$ cat src/rtl/hdlc_mon_pkg.sv
// Shared types and constants for the HDLC line monitor.
package hdlc_mon_pkg;

  typedef enum logic {
    HUNT     = 1'b0,
    IN_FRAME = 1'b1
  } hdlcState_t;

  typedef enum logic [1:0] {
    SEL_OK    = 2'd0,
    SEL_ERR   = 2'd1,
    SEL_ABORT = 2'd2,
    SEL_FLAG  = 2'd3
  } rdSel_t;

  localparam logic [7:0]  FLAG_PAT    = 8'h7E;
  localparam logic [7:0]  ABORT_PAT   = 8'h7F;
  localparam int unsigned STUFF_RUN   = 5;
  localparam int unsigned BCNT_W      = 11;
  localparam int unsigned NUM_CLASSES = 4;

endpackage

$ cat src/rtl/hdlc_line_monitor_ch.sv
// One monitored HDLC line: flag/abort/idle detection, frame alignment checks
// and four saturating event counters.
module hdlc_line_monitor_ch
  import hdlc_mon_pkg::*;
#(
  parameter int unsigned CNT_W     = 16,
  parameter int unsigned IDLE_LEN  = 15,
  parameter int unsigned MAX_BYTES = 128
) (
  input  logic                         Clk,
  input  logic                         Rst,
  input  logic                         Rx,
  input  logic                         RxEn,
  input  logic [NUM_CLASSES-1:0]       ClrSel,
  output logic                         FlagDetect,
  output logic                         AbortDetect,
  output logic                         IdleDetect,
  output logic                         InFrame,
  output logic                         FrameOk,
  output logic                         FrameErr,
  output logic [NUM_CLASSES*CNT_W-1:0] CntFlat
);

  hdlcState_t        state, stateNext;
  logic [7:0]        shiftReg, shiftNext;
  logic [7:0]        onesRun, onesNext;
  logic [BCNT_W-1:0] bitCnt, bitCntNext, bitInc, dataBits;
  logic              stuffed, flagEv, abortEv, okEv, errEv;
  logic [NUM_CLASSES-1:0] ev;
  logic [CNT_W-1:0]  cnt [NUM_CLASSES];

  always_comb begin
    stateNext  = state;
    shiftNext  = shiftReg;
    onesNext   = onesRun;
    bitCntNext = bitCnt;
    bitInc     = bitCnt;
    dataBits   = '0;
    stuffed    = 1'b0;
    flagEv     = 1'b0;
    abortEv    = 1'b0;
    okEv       = 1'b0;
    errEv      = 1'b0;
    if (RxEn) begin
      shiftNext = {shiftReg[6:0], Rx};
      stuffed   = !Rx && (onesRun == 8'(STUFF_RUN));
      if (Rx)
        onesNext = (onesRun == 8'(IDLE_LEN)) ? onesRun : onesRun + 8'd1;
      else
        onesNext = '0;
      bitInc     = (stuffed || bitCnt == '1) ? bitCnt : bitCnt + 11'd1;
      dataBits   = bitInc - 11'd8;
      bitCntNext = bitInc;
      if (shiftNext == FLAG_PAT) begin
        flagEv     = 1'b1;
        bitCntNext = '0;
        stateNext  = IN_FRAME;
        // A count of exactly 8 is the closing flag itself: inter-frame fill.
        if (state == IN_FRAME && bitInc != 11'd8) begin
          if (bitInc == '1 || bitInc < 11'd8 || dataBits[2:0] != 3'd0 ||
              32'(dataBits[10:3]) > MAX_BYTES)
            errEv = 1'b1;
          else
            okEv = 1'b1;
        end
      end else if (shiftNext == ABORT_PAT) begin
        abortEv   = 1'b1;
        stateNext = HUNT;
      end
    end
  end

  assign ev = {flagEv, abortEv, errEv, okEv};

  always_ff @(posedge Clk) begin
    if (Rst) begin
      state       <= HUNT;
      shiftReg    <= 8'hFF;
      onesRun     <= '0;
      bitCnt      <= '0;
      FlagDetect  <= 1'b0;
      AbortDetect <= 1'b0;
      FrameOk     <= 1'b0;
      FrameErr    <= 1'b0;
      cnt         <= '{default: '0};
    end else begin
      state       <= stateNext;
      shiftReg    <= shiftNext;
      onesRun     <= onesNext;
      bitCnt      <= bitCntNext;
      FlagDetect  <= flagEv;
      AbortDetect <= abortEv;
      FrameOk     <= okEv;
      FrameErr    <= errEv;
      // Clear-on-read reloads with the same-cycle event so none is dropped.
      for (int unsigned k = 0; k < NUM_CLASSES; k++) begin
        if (ClrSel[k])
          cnt[k] <= CNT_W'(ev[k]);
        else if (ev[k] && cnt[k] != '1)
          cnt[k] <= cnt[k] + 1'b1;
      end
    end
  end

  assign IdleDetect = (onesRun == 8'(IDLE_LEN));
  assign InFrame    = (state == IN_FRAME);

  always_comb begin
    CntFlat = '0;
    for (int unsigned k = 0; k < NUM_CLASSES; k++)
      CntFlat[k*CNT_W +: CNT_W] = cnt[k];
  end

endmodule

$ cat src/rtl/hdlc_line_monitor.sv
// Multi-channel HDLC line monitor: NUM_CH independent channel checkers
// sharing one registered statistics read port.
module hdlc_line_monitor
  import hdlc_mon_pkg::*;
#(
  parameter int unsigned NUM_CH    = 4,
  parameter int unsigned CNT_W     = 16,
  parameter int unsigned IDLE_LEN  = 15,
  parameter int unsigned MAX_BYTES = 128,
  localparam int unsigned CH_W     = (NUM_CH > 1) ? $clog2(NUM_CH) : 1
) (
  input  logic              Clk,
  input  logic              Rst,
  input  logic [NUM_CH-1:0] Rx,
  input  logic [NUM_CH-1:0] RxEn,
  output logic [NUM_CH-1:0] FlagDetect,
  output logic [NUM_CH-1:0] AbortDetect,
  output logic [NUM_CH-1:0] IdleDetect,
  output logic [NUM_CH-1:0] InFrame,
  output logic [NUM_CH-1:0] FrameOk,
  output logic [NUM_CH-1:0] FrameErr,
  input  logic              RdEn,
  input  logic              RdClr,
  input  logic [CH_W-1:0]   RdCh,
  input  logic [1:0]        RdSel,
  output logic [CNT_W-1:0]  RdData,
  output logic              RdValid
);

  logic [NUM_CLASSES*CNT_W-1:0] cntFlat [NUM_CH];
  logic [CNT_W-1:0]             rdMux;

  for (genvar c = 0; c < NUM_CH; c++) begin : g_ch
    logic [NUM_CLASSES-1:0] clrSel;
    assign clrSel = (RdEn && RdClr && RdCh == CH_W'(c)) ?
                    (NUM_CLASSES'(1) << RdSel) : '0;

    hdlc_line_monitor_ch #(
      .CNT_W     (CNT_W),
      .IDLE_LEN  (IDLE_LEN),
      .MAX_BYTES (MAX_BYTES)
    ) u_ch (
      .Clk         (Clk),
      .Rst         (Rst),
      .Rx          (Rx[c]),
      .RxEn        (RxEn[c]),
      .ClrSel      (clrSel),
      .FlagDetect  (FlagDetect[c]),
      .AbortDetect (AbortDetect[c]),
      .IdleDetect  (IdleDetect[c]),
      .InFrame     (InFrame[c]),
      .FrameOk     (FrameOk[c]),
      .FrameErr    (FrameErr[c]),
      .CntFlat     (cntFlat[c])
    );
  end

  // Out-of-range channel selects read as zero.
  always_comb begin
    rdMux = '0;
    for (int unsigned c = 0; c < NUM_CH; c++)
      if (RdCh == CH_W'(c))
        rdMux = cntFlat[c][RdSel*CNT_W +: CNT_W];
  end

  always_ff @(posedge Clk) begin
    if (Rst) begin
      RdValid <= 1'b0;
      RdData  <= '0;
    end else begin
      RdValid <= RdEn;
      if (RdEn)
        RdData <= rdMux;
    end
  end

endmodule

$ cat config.mk
export PLATFORM = sky130hd
export DESIGN_NAME = hdlc_line_monitor
export DESIGN_NICKNAME = d
export VERILOG_FILES = /design/src/rtl/hdlc_mon_pkg.sv /design/src/rtl/hdlc_line_monitor_ch.sv /design/src/rtl/hdlc_line_monitor.sv
export SDC_FILE = /design/constraint.sdc
export NUM_CORES = 1
export LEC_CHECK = 0
export ABC_CLOCK_PERIOD_IN_PS = 11500
export BUFFER_PORTS_ARGS = -buffer_cell sky130_fd_sc_hd__buf_2
export CAP_MARGIN = 10
export CELL_PAD_IN_SITES_DETAIL_PLACEMENT = 1
export CELL_PAD_IN_SITES_GLOBAL_PLACEMENT = 1
export CORE_AREA = 2 2 274 276
export DETAILED_ROUTE_END_ITERATION = 6
export DIE_AREA = 0 0 276 278
export PLACE_DENSITY_LB_ADDON = 0.3
export RECOVER_POWER = 50
export SKIP_LAST_GASP = 1
export SLEW_MARGIN = 15
export SYNTH_ARGS = -nofsm -noshare
export SYNTH_HDL_FRONTEND = slang
export SYNTH_HIERARCHICAL = 1
export SYNTH_SLANG_ARGS = --single-unit
$ cat constraint.sdc
create_clock -name Clk -period 11.5 [get_ports Clk]
set_clock_uncertainty 0.15 [all_clocks]
set_input_delay 3.45 -clock Clk [delete_from_list [all_inputs] [get_ports Clk]]
set_output_delay 3.45 -clock Clk [all_outputs]
set_load 0.02 [all_outputs]
## Yosys cells after proc, flatten, opt, wreduce, memory -nomap -nowiden

Index checks and enable logic that the tools add are counted.
W data, S select, Z words.

- Flip-flop bits (word level): 397
- Latch bits: 0
- RAM bits: 0
- Bits in read-only memories: 0
- Input port bits: 16
- Word-level logic and storage cells: 372
- Memories kept: 0

- Add/sub/neg operators: 28
- $mul: 0
- Divide/modulo/power cells: 0
- $lt $le $gt $ge: 8
- Equality and inequality tests: 51
- Shift operators: 5
- Muxes and demuxes: 116
- Bitwise logic cells: 0
- Reductions and logical operators: 98

Operators by type and width:

| operator | number |
|---|---|
| $add A16 B1 Y16 const B | 16 |
| $ne A16 B16 Y1 const B | 16 |
| $shiftx A64 B7 Y16 | 4 |
| $mux W1 | 92 |
| $eq A11 B11 Y1 const B | 8 |
| $mux W11 | 8 |
| $eq A8 B7 Y1 const B | 8 |
| $mux W16 | 4 |
| $mux W8 | 8 |
| $add A11 B1 Y11 const B | 4 |
| $lt A11 B4 Y1 const B | 4 |
| $ne A11 B4 Y1 const B | 4 |
| $sub A11 B4 Y11 const B | 4 |
| $reduce_bool A2 Y1 | 20 |
| $add A8 B1 Y8 const B | 4 |
| $eq A8 B3 Y1 const B | 4 |
| $eq A8 B4 Y1 const B | 4 |
| $gt A8 B8 Y1 const B | 4 |
| $reduce_or A2 Y1 | 16 |
| $logic_and A1 B1 Y1 | 29 |
| $logic_or A1 B1 Y1 | 16 |
| $mux W4 | 4 |
| $reduce_and A2 Y1 | 8 |
| $reduce_bool A3 Y1 | 4 |
| other kinds (6) | 13 |

## Longest topological paths before layout

- Depth after elaboration: 15
- Gate-level depth with buffers: 12
- Mapped depth without buffers: 10

## Modules after synthesis

Netlist, hierarchy kept.

Modules (own cells, without submodules):

| module | instances | cells each | area an instance (um2) | seq. area each (um2) |
|---|---|---|---|---|
| hdlc_line_monitor_ch at g_ch[0].u_ch ... | 3 | 582 | 4769.6 | 1901.8 |
| hdlc_line_monitor_ch at g_ch[3].u_ch | 1 | 577 | 4797.1 | 1901.8 |
| hdlc_line_monitor | 1 | 260 | 2822.7 | 340.3 |

## Worst setup path before layout

OpenSTA, ideal clock, no wires.

- Path type: input to register
- From: input port Rx[3]
- To: register g_ch[3].u_ch.cnt, in the netlist g_ch[3].u_ch/CntFlat[22]
- Library setup time: 0.070 ns
- Arrival time: 5.882 ns
- Path slack: 5.398 ns
- Stages: 9
- Path through: and4bb_4 -> a211oi_1 -> mux2_4 -> nor4_1 -> nand2_1 -> mux2i_1 -> clkbuf_1 -> or4_1 -> a21oi_1

- Cells in the longest elaborated chain, start to end: 13
- Elaborated cells on any way between the ends: 20

RTL lines:

| element | RTL line | text |
|---|---|---|
| from (decl) | hdlc_line_monitor.sv:14 | `input logic [NUM_CH-1:0] Rx,` |
| branches (longest 10 deep; another with $sub A11 B4 Y11) | n/a |  |
| $mux W1 (*) | hdlc_line_monitor_ch.sv:54 | `if (shiftNext == FLAG_PAT) begin` |
| $mux W1 (*) | hdlc_line_monitor_ch.sv:44 | `if (RxEn) begin` |
| $logic_and A1 B1 Y1 (*) | hdlc_line_monitor_ch.sv:99 | `else if (ev[k] && cnt[k] != '1)` |
| to (signal, indexed assignment) | hdlc_line_monitor_ch.sv:98 | `cnt[k] <= CNT_W'(ev[k]);` |
| to (signal, indexed assignment) | hdlc_line_monitor_ch.sv:100 | `cnt[k] <= cnt[k] + 1'b1;` |
| to (decl) | hdlc_line_monitor_ch.sv:30 | `logic [CNT_W-1:0] cnt [NUM_CLASSES];` |

Every way passes the cells marked *.
A chain may end at the register's enable or synchronous reset.

## Worst setup path after layout

- From: input port Rst
- To: register g_ch[0].u_ch.cnt, in the netlist g_ch[0].u_ch/CntFlat[54]

- Cells in the longest elaborated chain, start to end: 1

RTL lines:

| element | RTL line | text |
|---|---|---|
| from (decl) | hdlc_line_monitor.sv:13 | `input logic Rst,` |
| $reduce_or A2 Y1 (no line) | n/a |  |
| to (signal, indexed assignment) | hdlc_line_monitor_ch.sv:98 |  |
| to (signal, indexed assignment) | hdlc_line_monitor_ch.sv:100 |  |
| to (decl) | hdlc_line_monitor_ch.sv:30 |  |

Every way passes these cells.

==> summary.md <==
| Metric | Value |
|---|---|
| Post-Synthesis Cell Area | 21930 um2 |
| Weighted congestion reported at the end of routability-driven placement | 0.8511 |
| Synth Warn # | 6 |
| Area fraction of the dominant cell type after synthesis | 0.3624 |
| Count of endpoints failing setup in the final report | 0 |
| WL final | 70160 um |
| H-tree levels | 2 |
| Overall die area | 76730 um2 |
| Max-slew violation count | 60 |
| Top cell type by total area after synthesis | sky130_fd_sc_hd__dfxtp_1 |
| Post-synthesis cell type count | 83 |
| Number of rows created at floorplan | 100 |
| Max Clk Rate | 136.4 MHz |
| Status | complete, but fails checks |
| Share of layout cells above drive strength 1 | 0.09361 |
| Reg2Reg Launch Point | g_ch[3].u_ch/bitCnt[0] |
| Buffers inserted during post-CTS setup optimization | 0 |
| Clk pin slew, worst setup/hold paths | 0.06 ns |
| Chip height | 278 um |
| Final period util | 0.6377 |
| Area of the core region | 73820 um2 |
| Setup slack of the most critical reg-to-reg path | approximately 7.8 ns |
| Synth area leaders | sky130_fd_sc_hd__dfxtp_1 (36%), sky130_fd_sc_hd__nor2_1 (5.1%), sky130_fd_sc_hd__a21oi_1 (4.4%) |
| Routed via count | around 20000 |
| Sequential-to-total area share from yosys stat | 0.3624 |
| Async set-reset flop share out of synthesis | 0 |
| TritonCTS buffer count | 51 |
| Net Sw Frac | 0.2362 |
| Power Density | 130.9 nW/um2 |
| Crit Reg-Reg Endpoint | g_ch[3].u_ch/CntFlat[20] |
| Root Buffer | sky130_fd_sc_hd__clkbuf_16 |
| Placed instance count | 3503 |
| Biggest fanout along the worst timing path | 59 |
| Internal Power | 2455 uW |
| Count of maximum capacitance violations | 1 |
| Drt wl/cell | 19.50 um |
| Final worst path period need | ~7.3 ns |
| Count of input and output buffers | 56 |
| Clock net sink count | between 300 and 400 |
| Post-DRT Antenna Nets | 0 |
| Resize count post-CTS | 0 |
| Actual slew at the worst max-slew pin | 3.301 ns |
| GRT Resource Usage Total | 0.1794 |
| Flip-flop and latch count after synthesis | 397 |
| Instance count of the mapped netlist | 2583 |
| CTS tree | yes |
| Iteration count of the initial detailed-routing pass | 6 |
| Initial antenna violation count | 2 |
| Ports | between 50 and 60 |
| Area overhead of the layout relative to synthesis | 11.98% |
| Critical Path Start | Rst |
| Post-cts hold buffer count | 0 |
| Worst Setup EP | g_ch[0].u_ch/CntFlat[54] |
| Failing checks | design-rule violations, max-capacitance violations, max-slew violations |
| Path category of the worst min-delay check | reg2reg |
| Avg Synthesized Cell Area | between 8 and 9 um2 |
| Nature of the critical path startpoint | input port |
| Synth Flop Type | sky130_fd_sc_hd__dfxtp_1 |
| Clock insertion delay at the later pin of the skew report | 0.60 ns |
| Depth of the most critical reg-to-reg path | 9 |
| Accumulated negative setup slack | 0 ns |
| VDD IR max | 0.08786 mV |
| Start-to-end type of the worst setup path | in2reg |
| Via-to-Cell Ratio | 5.514 |
| Final Hold Violating Endpoints | 0 |
| Number of filler instances in the final layout | 8665 |
| Slew HR | -1.201 |
| Share of power burned in combinational logic | 0.042 |
| Overflow left after global routing | 0 |
| Clk network pwr share | 0.522 |
| Category of the worst setup path capture point | register |
| Total net switching power | 759.4 uW |
| Global-route wire length before repair | 112400 um |
| Post-route DRC violation count | 6 |
| Final hold slack | 0.3142 ns |
| Initial detailed-routing violation count | 1082 |
| Via count of the first global-routing pass | 20010 |
| Maximum number of buffers from clock root to sink | 3 |
| RSZ-0062 raised after global routing | false |
| Arrival time worst endpoint | 7.63 ns |
| Reported leakage power | 0.008314 uW |
| Die X-Extent | 276 um |
| Relative contribution of sequential cells to total power | 0.436 |
| Pin count of the biggest net entering global routing | slightly below 80 |
| Net total in the final layout | 2631 |
| Number of flops mapped to enable cells by yosys | 0 |
| Initial standard-cell utilization of the core | 0.2971 |
| Fin util | 0.3326 |
| Syn_nets | 2627 |
| Required @ worst endpoint | roughly 12 ns |
| Storage element area | 7948 um2 |
| Post-detail-place hpwl | roughly 52000 um |
| Layout Cells excl Fill | 3598 |
| Footprint of the multi-input gates | roughly 13000 um2 |
-- critical path, cell delays in order --
cell and delay, ns:
sky130_fd_sc_hd__clkbuf_1 2.28, sky130_fd_sc_hd__buf_4 0.88, sky130_fd_sc_hd__or2_0 0.82, sky130_fd_sc_hd__nor3_1 0.13
-- layout by cell type, fill, tap and decap left out, types with 69 or more instances in the layout --
| master | n |
|---|---|
| sky130_fd_sc_hd__a21oi_1 | 191 |
| sky130_fd_sc_hd__dfxtp_1 | 397 |
| sky130_fd_sc_hd__nand2_1 | 234 |
| sky130_fd_sc_hd__nand3_1 | 122 |
| sky130_fd_sc_hd__nand4_1 | 69 |
| sky130_fd_sc_hd__nor2_1 | 300 |
| sky130_fd_sc_hd__nor3_1 | 80 |
| sky130_fd_sc_hd__o21ai_0 | 137 |
| sky130_fd_sc_hd__or3_1 | 112 |
| sky130_fd_sc_hd__xor2_1 | 87 |
-- registers in the layout, indices dropped and copies added (netlist names) --
register	cells
g_ch.u_ch/bitCnt	44
RdValid	1
g_ch.u_ch/InFrame	4
g_ch.u_ch/CntFlat	256
g_ch.u_ch/shiftReg	28
g_ch.u_ch/FrameOk	4
g_ch.u_ch/FrameErr	4
g_ch.u_ch/FlagDetect	4
g_ch.u_ch/AbortDetect	4
g_ch.u_ch/onesRun	32
RdData	16
-- cells by family after synthesis --
logic type / Yosys count / synth area share
compound gates: 539 / 0.1533
xor+xnor: 122 / 0.04873
fa+ha+maj: 28 / 0.01598
buf+inv: 169 / 0.03880
flops: 397 / 0.3624
mux: 132 / 0.09061
simple gates: 1196 / 0.2902
-- worst min-delay path by stage --
stage          depth (start not counted)                        to                startpoint  slack (ns)
2_1_floorplan                          2  g_ch[0].u_ch/shiftReg[6]  g_ch[0].u_ch/shiftReg[6]        0.28
3_3_place_gp                           2  g_ch[3].u_ch/shiftReg[6]  g_ch[3].u_ch/shiftReg[6]        0.29
3_5_place_dp                           2  g_ch[1].u_ch/shiftReg[6]  g_ch[1].u_ch/shiftReg[6]        0.30
4_1_cts                                2  g_ch[1].u_ch/shiftReg[6]  g_ch[1].u_ch/shiftReg[6]        0.32
5_1_grt                                2  g_ch[2].u_ch/shiftReg[6]  g_ch[2].u_ch/shiftReg[6]        0.33
6_report                               2  g_ch[2].u_ch/shiftReg[6]  g_ch[2].u_ch/shiftReg[6]        0.31
-- per-stage QoR --
step / setup slack [ns] / total power, uW / area (um2)
5_1_grt: 3.752 / 3331 / 24550
2_1_floorplan: 5.398 / 1530 / 21930
3_3_place_gp: 4.990 / 1564 / 22880
3_5_place_dp: 4.885 / 1569 / 22880
6_report: 4.166 / 3214 / 24550
4_1_cts: 5.482 / 3263 / 24620
-- area by class of cell --
type | instances | area share
multi-input combinational | 2017 | 0.5351
sequential | 397 | 0.3237
clock buffer | 76 | 0.06079
tap | 969 | 0.04938
timing repair buffer | 67 | 0.01269
clock inverter | 18 | 0.01014
inverter | 53 | 0.008102
antenna | 1 | 0.0001019
-- synth_stat cells (8+ instances only) --
master,count
sky130_fd_sc_hd__or3_1,112
sky130_fd_sc_hd__xnor2_1,35
sky130_fd_sc_hd__inv_1,53
sky130_fd_sc_hd__xor2_1,87
sky130_fd_sc_hd__and3_1,26
sky130_fd_sc_hd__mux4_1,12
sky130_fd_sc_hd__o21ai_0,129
sky130_fd_sc_hd__nor4_1,19
sky130_fd_sc_hd__a31oi_1,14
sky130_fd_sc_hd__o22ai_1,34
sky130_fd_sc_hd__buf_2,10
sky130_fd_sc_hd__o211ai_1,19
sky130_fd_sc_hd__and2_1,33
sky130_fd_sc_hd__nand3b_1,10
sky130_fd_sc_hd__or4_1,49
sky130_fd_sc_hd__ha_1,28
sky130_fd_sc_hd__a21o_1,14
sky130_fd_sc_hd__nor2_1,300
sky130_fd_sc_hd__or2_2,28
sky130_fd_sc_hd__a21oi_1,191
sky130_fd_sc_hd__nand2b_1,17
sky130_fd_sc_hd__nand4_1,69
sky130_fd_sc_hd__buf_6,17
sky130_fd_sc_hd__mux4_2,34
sky130_fd_sc_hd__dfxtp_1,397
sky130_fd_sc_hd__nand2_1,234
sky130_fd_sc_hd__nand3_1,122
sky130_fd_sc_hd__nor4_2,8
sky130_fd_sc_hd__nor3_1,80
sky130_fd_sc_hd__o31ai_1,32
sky130_fd_sc_hd__mux2i_1,56
sky130_fd_sc_hd__clkbuf_1,74
sky130_fd_sc_hd__mux2_2,28
sky130_fd_sc_hd__a211oi_1,17
sky130_fd_sc_hd__nor3b_1,9
sky130_fd_sc_hd__and4_1,43
sky130_fd_sc_hd__o21ai_1,15
-- power by group through the flow --
stage / registers (uW) / clock network, uW / logic [uW]
after floorplan: 1430 / 0 / 101
after global placement: 1430 / 0 / 134
after detailed placement: 1430 / 0 / 138
after CTS: 1400 / 1720 / 138
after global routing: 1400 / 1780 / 150
final: 1400 / 1680 / 135
-- routing by layer --
layer,global-route usage,routed length (um)
met5,0,21
met2,0.3002,32830
met4,0.04554,1391
met3,0.02938,2685
met1,0.2401,33230
Note: power is estimated with default switching activity, not from simulation.
